## src/rtl/ks_memory_responder.sv

```systemverilog
// ks_memory_responder: 32 x 16-bit boot-loadable memory answering datapath
// requests after WAIT_CYCLES wait states (legal 0..7).
// Optional feature: define KS_MEM_WRITE_PROTECT_EN to reject post-boot writes
// to addresses 0..PROTECT_TOP (legal 0..31); boot-load writes are never blocked.
module ks_memory_responder #(
    parameter int WAIT_CYCLES = 1,
    parameter int PROTECT_TOP = 15
) (
    input  logic        clk,
    input  logic        rst,
    input  logic [4:0]  ram_addr,
    input  logic [15:0] data_out,
    output logic [15:0] data_in,
    input  logic        write_enable,
    input  logic        mem_req,
    output logic        mem_ack,
    input  logic        load_valid,
    input  logic [4:0]  load_addr,
    input  logic [15:0] load_data,
    input  logic        load_done,
    output logic        boot_done,
    output logic        protect_err
);

    typedef enum logic [1:0] {
        ST_BOOT,
        ST_IDLE,
        ST_WAIT,
        ST_RESP
    } state_t;

    // Counter value that makes WAIT last exactly WAIT_CYCLES cycles.
    localparam logic [2:0] WAIT_LOAD = (WAIT_CYCLES > 0) ? 3'(WAIT_CYCLES - 1) : 3'd0;

    state_t      state;
    state_t      next_state;
    logic [2:0]  wait_cnt;
    logic [4:0]  cap_addr;
    logic [15:0] cap_data;
    logic        cap_we;
    logic [15:0] mem [32];

    logic        start;
    logic [4:0]  acc_addr;
    logic        acc_we;
    logic        write_blocked;

    // A request is accepted only in IDLE; on that edge the live inputs are the
    // access, afterwards only the captured copies are used.
    assign start    = (state == ST_IDLE) && mem_req;
    assign acc_addr = start ? ram_addr : cap_addr;
    assign acc_we   = start ? write_enable : cap_we;

    assign mem_ack   = (state == ST_RESP);
    assign boot_done = (state != ST_BOOT);

`ifdef KS_MEM_WRITE_PROTECT_EN
    localparam logic [4:0] PROTECT_LIMIT = 5'(PROTECT_TOP);
    assign write_blocked = (cap_addr <= PROTECT_LIMIT);
    assign protect_err   = (state == ST_RESP) && cap_we && write_blocked;
`else
    assign write_blocked = 1'b0;
    assign protect_err   = 1'b0;
`endif

    // State register; reset returns to BOOT and abandons any access in flight.
    always_ff @(posedge clk) begin
        // NOTE: sequential state uses non-blocking (<=) so every register samples pre-edge values.
        if (rst) begin
            state <= ST_BOOT;
        end else begin
            state <= next_state;
        end
    end

    // Next-state logic for the boot / request / wait / respond sequence.
    always_comb begin
        // NOTE: default assigned first so no path leaves next_state unassigned (no latch).
        next_state = state;
        unique case (state)
            ST_BOOT: if (load_done) next_state = ST_IDLE;
            ST_IDLE: if (mem_req) next_state = (WAIT_CYCLES == 0) ? ST_RESP : ST_WAIT;
            ST_WAIT: if (wait_cnt == 3'd0) next_state = ST_RESP;
            ST_RESP: next_state = ST_IDLE;
            default: next_state = ST_BOOT;
        endcase
    end

    // Capture registers, wait counter and read-data register; read data is
    // loaded on entry to RESP so it is valid alongside mem_ack.
    always_ff @(posedge clk) begin
        if (rst) begin
            wait_cnt <= 3'd0;
            cap_addr <= 5'd0;
            cap_data <= 16'h0000;
            cap_we   <= 1'b0;
            data_in  <= 16'h0000;
        end else begin
            if (start) begin
                cap_addr <= ram_addr;
                cap_data <= data_out;
                cap_we   <= write_enable;
                wait_cnt <= WAIT_LOAD;
            end else if ((state == ST_WAIT) && (wait_cnt != 3'd0)) begin
                wait_cnt <= wait_cnt - 3'd1;
            end
            if ((next_state == ST_RESP) && (state != ST_RESP) && !acc_we) begin
                data_in <= mem[acc_addr];
            end
        end
    end

    // Storage writes: boot loads in BOOT, datapath writes at the end of RESP so
    // a reset during WAIT or RESP drops the pending write.
    always_ff @(posedge clk) begin
        // NOTE: the array has no reset branch; contents survive rst, only writes are gated by it.
        if (!rst) begin
            if ((state == ST_BOOT) && load_valid) begin
                mem[load_addr] <= load_data;
            end else if ((state == ST_RESP) && cap_we && !write_blocked) begin
                mem[cap_addr] <= cap_data;
            end
        end
    end

endmodule

```

## config.mk

```make
export PLATFORM = sky130hd
export DESIGN_NAME = ks_memory_responder
export DESIGN_NICKNAME = d
export VERILOG_FILES = /design/src/rtl/ks_memory_responder.sv
export SDC_FILE = /design/constraint.sdc
export NUM_CORES = 1
export LEC_CHECK = 0
export BUFFER_PORTS_ARGS = -buffer_cell sky130_fd_sc_hd__buf_2
export CAP_MARGIN = 20
export CORE_ASPECT_RATIO = 2
export CORE_MARGIN = 2
export CORE_UTILIZATION = 40
export CTS_CLUSTER_DIAMETER = 80
export DETAILED_ROUTE_END_ITERATION = 8
export PLACE_DENSITY = 0.64
export SYNTH_ARGS = -nofsm -noshare
export SYNTH_HDL_FRONTEND = slang
export SYNTH_SLANG_ARGS = --single-unit
```

## constraint.sdc

```tcl
create_clock -name clk -period 3.8 [get_ports clk]
set_input_delay 0.76 -clock clk [delete_from_list [all_inputs] [get_ports clk]]
set_output_delay 0.76 -clock clk [all_outputs]
set_load 0.02 [all_outputs]
```

==> run metrics, run 1 <==
Slew Viols, Final=0; die footprint=0.0621 mm2; count leader, synth=edfxtp_1; Die X=177 um; total track usage=21.6%; Yosys top cell area share=64.1%; # hold bufs at CTS=0; htree depth=2; Core ar.=0.0596 mm2; largest stage delay on the critical path=0.84 ns; Starting Density=40.3%; Post-CTS Setup Bufs=0; I/O pin count=67; R2R Setup Slk=0.56 ns; Sequential Power Share=51.3%; Post-Syn Area per Cell=13.1 um2; CTS buffer count=50; Netlist cell types=54; ys async rst share=0%; initial DRC count=1768; first-pass GRT wire length=98000 um; worst-skew pair later-pin latency=0.59 ns; DP HPWL=41400 um; Psw=2.99 mW; status=complete, no violations; final setup fails=0; Hold Crit Class=in2reg; RSZ-0062 raised after global routing=false; worst r2r dst=data_in[11]$_SDFFE_PP0P_; pin count of the biggest net entering global routing=121; FF-to-FF path depth=7; maximum VDD drop=0.447 mV; setup TNS=0 ns; Die H=350 um; crit path to=data_in[11]$_SDFFE_PP0P_; P&R area growth vs syn=13.7%; TritonCTS clock tree=done; top_reg_cell synth=edfxtp_1; crit path from=state[1]$_SDFF_PP0_; Hold Slack=0.422 ns; fmax=309 MHz; Reg-to-Reg Start=state[1]$_SDFF_PP0_; vias in the first global route=14881; post-synthesis net count=1882; Worst Skew=0.0149 ns; Synth top cells by count=edfxtp_1 (512), nand2_1 (347), mux2i_1 (189); drt drc=0; via/cell ratio=5.71; crit start category=flop; number of flops mapped to enable cells by yosys=512; Mapped Cells=1832; WL final=67500 um; Synth Cell Area=0.0240 mm2; initial antenna violation count=3; Worst Path Max Fanout=16; CTS max path bufs=3; NumNets Final=1962; Initial DRT Pass Iterations=5; fin cells=2729; sequential area share after synthesis=67.7%; WL/cell=24.7 um; gp weighted congestion=0.895; worst setup path class=reg2reg; CP required=4.23 ns; Final period util=85.2%; Detail Route Antenna Nets=0; Slew @ Worst Pin=1.03 ns; Pint=10.2 mW; Multi-input gate area=0.00701 mm2; total global routing overflow=0; top cells by area, synth=edfxtp_1 (64%), mux2i_1 (7.9%), nand2_1 (5.4%); clock root cell=clkbuf_16; Period minus WS final=3.24 ns; Final Hold Fails=0; Cell Rows=127; Ys Warns=0; Setup crit end kind=flop; Post-Place Cells=2634; Clk pwr share=40.7%; Switching Share=22.7%; flops & latches, synth=555; power density over the cells=483 mW/mm2; relative slew slack=31.0%; crit path cell chain=nand3b_4 > mux2i_1 > and2_2 > o311ai_0 > buf_4 > o41ai_1 > a31oi_1; Reg clk slew, reported paths=0.06 ns; number of clock sinks=555; layout cells sized above 1=14.4%; MaxCap Viol Count=0; post-cts resize count=0; Comb power frac=8.0%; Worst path slowest cell=o41ai_1; Leak Pwr=9.28 nW; storage element area=0.0162 mm2; vias=15594; Critical Path AT=3.67 ns; Synth area leader=edfxtp_1; IO Port Bufs=65; FILL cells=5280
[area by class of cell]
type	count	area share (%)
tap	774	3.55
timing repair buffer	164	4.39
sequential	555	59.5
multi-input combinational	1113	25.7
inverter	28	0.385
antenna	1	0.00918
clock buffer	67	5.14
clock inverter	27	1.30
[through the flow]
stage / util (%) / area [um2] / worst slack, ns / power (mW)
finish: 45.8 / 27300 / 0.563 / 13.2
CTS: 45.8 / 27300 / 0.608 / 13.2
detailed placement: 42.8 / 25500 / 0.379 / 7.93
global route: 45.8 / 27300 / 0.467 / 13.5
global placement: 42.8 / 25500 / 0.395 / 7.92
floorplan: - / 24000 / 0.746 / 7.50
[layout by cell type, fill, tap and decap left out, drive strengths merged, types with 48 or more instances in the layout]
cell	n
edfxtp	512
nand2	348
mux2i	191
buf	164
a21oi	89
nor2	74
clkbuf	67
nand3	59
a311oi	50
a31oi	49
a211oi	48
[critical path: cells and delay by family (launching register included)]
kind,cells,cell delay [ns]
muxes,1,0.37
buffers and inverters,1,0.19
DFF,1,0.50
AOI/OAI and AO/OA,3,1.12
and+or+nand+nor,2,0.87
[power by group through the flow]
stage | Sequential (mW) | Clock [mW] | Combinational [mW]
6_report | 6.75 | 5.36 | 1.05
5_1_grt | 6.75 | 5.67 | 1.12
4_1_cts | 6.75 | 5.42 | 1.05
3_5_place_dp | 6.88 | 0 | 1.05
3_3_place_gp | 6.88 | 0 | 1.04
2_1_floorplan | 6.86 | 0 | 0.635
[sequential cells by signal (all words and copies together) (netlist names)]
register and flops:
cap_addr 5, cap_we 1, cap_data 16, data_in 16, mem 512, state 2
wait_cnt 3
[how the worst min path moves through the flow]
stage,from,end,cells past startpoint
2_1_floorplan,cap_data[0]$_SDFFE_PP0N_,cap_data[0]$_SDFFE_PP0N_,2
3_3_place_gp,cap_data[9]$_SDFFE_PP0N_,cap_data[9]$_SDFFE_PP0N_,2
3_5_place_dp,cap_data[1]$_SDFFE_PP0N_,cap_data[1]$_SDFFE_PP0N_,2
4_1_cts,data_out[5],cap_data[5]$_SDFFE_PP0N_,3
5_1_grt,data_out[5],cap_data[5]$_SDFFE_PP0N_,3
6_report,data_out[5],cap_data[5]$_SDFFE_PP0N_,3
[logic make-up after synthesis]
family                   Yosys count  synth area share [%]
AND/OR/NAND/NOR                  581                  10.9
AO/OA/AOI/OAI                    313                  8.92
flip-flops                       555                  67.7
other                              1                0.0156
buffers and inverters            164                  3.20
adder cells (fa/ha/maj)            2                 0.104
XOR/XNOR                           1                0.0365
multiplexers                     215                  9.16
[per-layer routing]
| layer | wire [um] | track usage, % |
|---|---|---|
| met3 | 5430 | 4.42 |
| met5 | 14 | 0 |
| met2 | 32300 | 35.2 |
| met1 | 26100 | 27.1 |
| met4 | 3770 | 11.0 |
Note: power is estimated with default switching activity, not from simulation.
==> inputs of run 2 (changes only) <==
- PLACE_DENSITY: 0.64 -> not set
- PLACE_DENSITY_LB_ADDON: not set -> 0.25
==> run metrics, run 2 (synthesis gave the netlist of run 1 again) <==
status=complete, no violations; gp weighted congestion=0.875; power density over the cells=494 mW/mm2; TritonCTS clock tree=done; layout cells sized above 1=15.3%; Post-CTS Setup Bufs=0; clock root cell=clkbuf_16; FF-to-FF path depth=7; Reg-to-Reg Start=state[0]$_SDFF_PP0_; MaxCap Viol Count=0; maximum VDD drop=0.462 mV; crit path cell chain=and4b_1 > a21o_4 > buf_12 > mux2i_1 > o22ai_1 > a311oi_1 > a31oi_1; vias=15576; CTS max path bufs=3; Worst path slowest cell=a311oi_1; WL final=69200 um; Die X=177 um; Slew @ Worst Pin=1.14 ns; htree depth=2; Final Hold Fails=0; Core ar.=0.0596 mm2; Sequential Power Share=49.6%; relative slew slack=23.3%; die footprint=0.0621 mm2; min-delay src=data_out[15]; Comb power frac=7.8%; initial antenna violation count=0; Detail Route Antenna Nets=0; most flop-heavy register=mem; post-cts resize count=0; most frequent cells in the layout=edfxtp_1 (512), nand2_1 (347), mux2i_1 (188), buf_4 (103), a21oi_1 (87); first-pass GRT wire length=100000 um; Leak Pwr=9.39 nW; Regs by FF count=mem (512), cap_data (16), data_in (16); setup TNS=0 ns; P&R area growth vs syn=14.7%; fmax=301 MHz; CTS buffer count=53; Worst Path Max Fanout=48; Die H=350 um; Worst Skew=0.0136 ns; most common cell after layout, fill and taps aside=edfxtp_1; pin count of the biggest net entering global routing=101; DP HPWL=42600 um; Reg clk slew, reported paths=0.06 ns; R2R Setup Slk=0.48 ns; initial DRC count=1495; Cell Rows=127; Setup WS post-layout=0.475 ns; total track usage=22.1%; Period minus WS final=3.32 ns; WL/cell=25.2 um; via/cell ratio=5.67; Starting Density=40.3%; worst setup path class=reg2reg; number of clock sinks=555; Initial DRT Pass Iterations=6; Min-Delay Endpoint=cap_data[15]$_SDFFE_PP0N_; worst hold stages=3; vias in the first global route=15156; CP required=4.24 ns; total global routing overflow=0; DP Worst Slack=0.170 ns; Largest register FFs=512; I/O pin count=67; IO Port Bufs=65; # hold bufs at CTS=0; Setup crit end kind=flop; largest stage delay on the critical path=0.72 ns; Final period util=87.5%; CP bufs+invs=1; final core occ=46.2%; Switching Share=23.0%; crit start category=flop; Psw=3.12 mW; worst-skew pair later-pin latency=0.59 ns; drt drc=0; worst r2r dst=data_in[11]$_SDFFE_PP0P_; FILL cells=5345; NumNets Final=1978; Slew Viols, Final=0; final setup fails=0; RSZ-0062 raised after global routing=false; Worst path top cell family by delay=compound AO/OA/AOI/OAI gates; Clk pwr share=42.6%; Hold Crit Class=in2reg; Pint=10.5 mW; Critical Path AT=3.76 ns
## run 2: worst max path at each step
stage	from	to	cells after the start
finish	state[0]$_SDFF_PP0_	data_in[11]$_SDFFE_PP0P_	7
global route	state[0]$_SDFF_PP0_	data_in[11]$_SDFFE_PP0P_	7
CTS	state[0]$_SDFF_PP0_	data_in[11]$_SDFFE_PP0P_	7
detailed placement	mem_req	data_in[11]$_SDFFE_PP0P_	8
global placement	mem_req	data_in[3]$_SDFFE_PP0P_	8
floorplan	rst	mem[16][0]$_DFFE_PP_	6
## run 2: metrics by stage
step	instances	power, mW	instance area, um2	hold WS, ns
2_1_floorplan	1832	7.50	24000	0.434
3_3_place_gp	2646	7.93	25600	0.440
3_5_place_dp	2647	7.94	25600	0.448
4_1_cts	2746	13.7	27500	0.395
5_1_grt	2746	13.9	27500	0.421
6_report	2748	13.6	27500	0.416
## run 2: cell type report
| type | count | area, um2 | share of cell area (%) |
|---|---|---|---|
| Inverter | 28 | 105 | 0.382 |
| Multi-Input combinational cell | 1113 | 7010 | 25.5 |
| Antenna cell | 2 | 5.00 | 0.0182 |
| Tap cell | 774 | 968 | 3.52 |
| Timing Repair Buffer | 177 | 1280 | 4.67 |
| Sequential cell | 555 | 16200 | 59.0 |
| Clock inverter | 40 | 559 | 2.03 |
| Clock buffer | 59 | 1350 | 4.90 |
## run 2: worst min-delay path: stages
cell     delay [ns]
buf_2          0.10
nand2_1        0.04
a21oi_1        0.05
## run 2: metal layers
metal / vias to the layer above / part of all wire, % / GRT usage [%]
li1: 7119 / - / -
met1: 7836 / 41 / 29.0
met2: 519 / 50 / 37.7
met3: 102 / 5.5 / 2.32
met4: 0 / 3.7 / 8.37
met5: - / 0 / 0
## run 2: power groups by stage
stage / clock, mW / sequential [mW] / combinational [mW]
3_5_place_dp: 0 / 6.88 / 1.06
4_1_cts: 5.85 / 6.75 / 1.06
6_report: 5.80 / 6.75 / 1.06
3_3_place_gp: 0 / 6.88 / 1.05
5_1_grt: 6.07 / 6.75 / 1.13
2_1_floorplan: 0 / 6.86 / 0.635
==> inputs of run 3 (changes only) <==
- PLACE_DENSITY_LB_ADDON: 0.25 -> not set
==> run metrics, run 3 (synthesis gave the netlist of run 1 again) <==
clock root cell=clkbuf_16; final setup fails=0; via/cell ratio=5.75; crit path to=mem[30][14]$_DFFE_PP_; Clk pwr share=41.8%; maximum VDD drop=0.442 mV; htree depth=2; relative slew slack=19.5%; Final period util=87.9%; die footprint=0.0621 mm2; total global routing overflow=0; Worst path slowest cell=o21ai_1; layout cells sized above 1=14.4%; TritonCTS clock tree=done; FF-to-FF path depth=6; Leak Pwr=9.33 nW; worst setup path class=reg2reg; Switching Share=23.3%; worst-skew pair later-pin latency=0.61 ns; crit start category=flop; initial DRC count=1531; Stages on worst setup path=6; CP required=4.13 ns; Period minus WS final=3.34 ns; Slew Viols, Final=0; crit path cell chain=and2_1 > nand3b_1 > and3b_1 > o21ai_1 > nor2_1 > buf_4; CTS max path bufs=3; first-pass GRT wire length=103000 um; initial antenna violation count=1; CP bufs+invs=1; pin count of the biggest net entering global routing=101; most flop-heavy register=mem; DP HPWL=43900 um; Slew @ Worst Pin=1.19 ns; Starting Density=40.3%; FILL cells=5306; final core occ=45.9%; Initial DRT Pass Iterations=5; Reg-to-Reg Start=state[0]$_SDFF_PP0_; Psw=3.14 mW; crit path from=state[0]$_SDFF_PP0_; largest stage delay on the critical path=0.89 ns; Detail Route Antenna Nets=0; vias in the first global route=15146; Reg clk slew, reported paths=0.07 ns; Worst Path Max Fanout=19; power density over the cells=492 mW/mm2; number of clock sinks=555; Worst path top cell family by delay=simple AND/OR/NAND/NOR gates; Die X=177 um; Hold Crit Class=in2reg; Worst Skew=0.0214 ns; worst r2r dst=mem[30][14]$_DFFE_PP_; Comb power frac=8.1%; Core ar.=0.0596 mm2; Regs by FF count=mem (512), cap_data (16), data_in (16); WL/cell=26.1 um; drt drc=0; R2R Setup Slk=0.46 ns; post-cts resize count=0; Die H=350 um; MaxCap Viol Count=0; RSZ-0062 raised after global routing=false; vias=15696; P&R area growth vs syn=14.1%; setup TNS=0 ns; Post-CTS Setup Bufs=0; CTS buffer count=52; status=complete, no violations; I/O pin count=67; Critical Path AT=3.67 ns; Largest register FFs=512; Cell Rows=127; Sequential Power Share=50.2%; most frequent cells in the layout=edfxtp_1 (512), nand2_1 (347), mux2i_1 (188), a21oi_1 (87), buf_4 (82); Final Hold Fails=0; WL final=71300 um; IO Port Bufs=65; # hold bufs at CTS=0; NumNets Final=1959; fmax=299 MHz; Pint=10.3 mW; min-delay src=write_enable; Setup crit end kind=flop; total track usage=22.7%; gp weighted congestion=0.907; most common cell after layout, fill and taps aside=edfxtp_1; Hold Slack=0.404 ns
-- run 3: worst min-delay path: stages --
cell,delay [ns]
buf_2,0.10
nand2_1,0.05
a21oi_1,0.05
-- run 3: how the worst min path moves through the flow --
stage	to	cells past startpoint
final	cap_we$_SDFF_PP0_	3
after global routing	cap_data[11]$_SDFFE_PP0N_	3
after CTS	cap_data[0]$_SDFFE_PP0N_	3
after detailed placement	cap_data[7]$_SDFFE_PP0N_	2
after global placement	cap_data[9]$_SDFFE_PP0N_	2
after floorplan	cap_data[0]$_SDFFE_PP0N_	2
-- run 3: routing by layer --
| layer | track usage, % | vias to the layer above | wire length (um) |
|---|---|---|---|
| met1 | 29.5 | 7841 | 28700 |
| li1 | - | 7093 | - |
| met4 | 12.3 | 0 | 4130 |
| met3 | 2.56 | 133 | 4140 |
| met2 | 37.3 | 629 | 34300 |
| met5 | 0 | - | 0 |
-- run 3: area by class of cell --
cell class                      instances  area [um2]  area share [%]
Antenna cell                            2        5.00          0.0183
Clock buffer                           62        1380            5.04
Clock inverter                         35         468            1.71
Inverter                               28         105           0.384
Multi-Input combinational cell       1113        7010            25.6
Sequential cell                       555       16200            59.3
Tap cell                              774         968            3.54
Timing Repair Buffer                  159        1200            4.37
-- run 3: power by group through the flow --
stage / registers, mW / logic, mW / clock network, mW
2_1_floorplan: 6.86 / 0.635 / 0
4_1_cts: 6.75 / 1.08 / 5.68
3_5_place_dp: 6.88 / 1.07 / 0
3_3_place_gp: 6.88 / 1.07 / 0
6_report: 6.75 / 1.08 / 5.62
5_1_grt: 6.75 / 1.14 / 5.89
-- run 3: per-stage QoR --
step | area (um2) | power [mW] | std cells | setup WS, ns
after global routing | 27400 | 13.8 | 2726 | 0.428
after detailed placement | 25500 | 7.96 | 2629 | 0.339
final | 27400 | 13.5 | 2728 | 0.460
after global placement | 25500 | 7.95 | 2629 | 0.314
after CTS | 27400 | 13.5 | 2726 | 0.606
after floorplan | 24000 | 7.50 | 1832 | 0.746
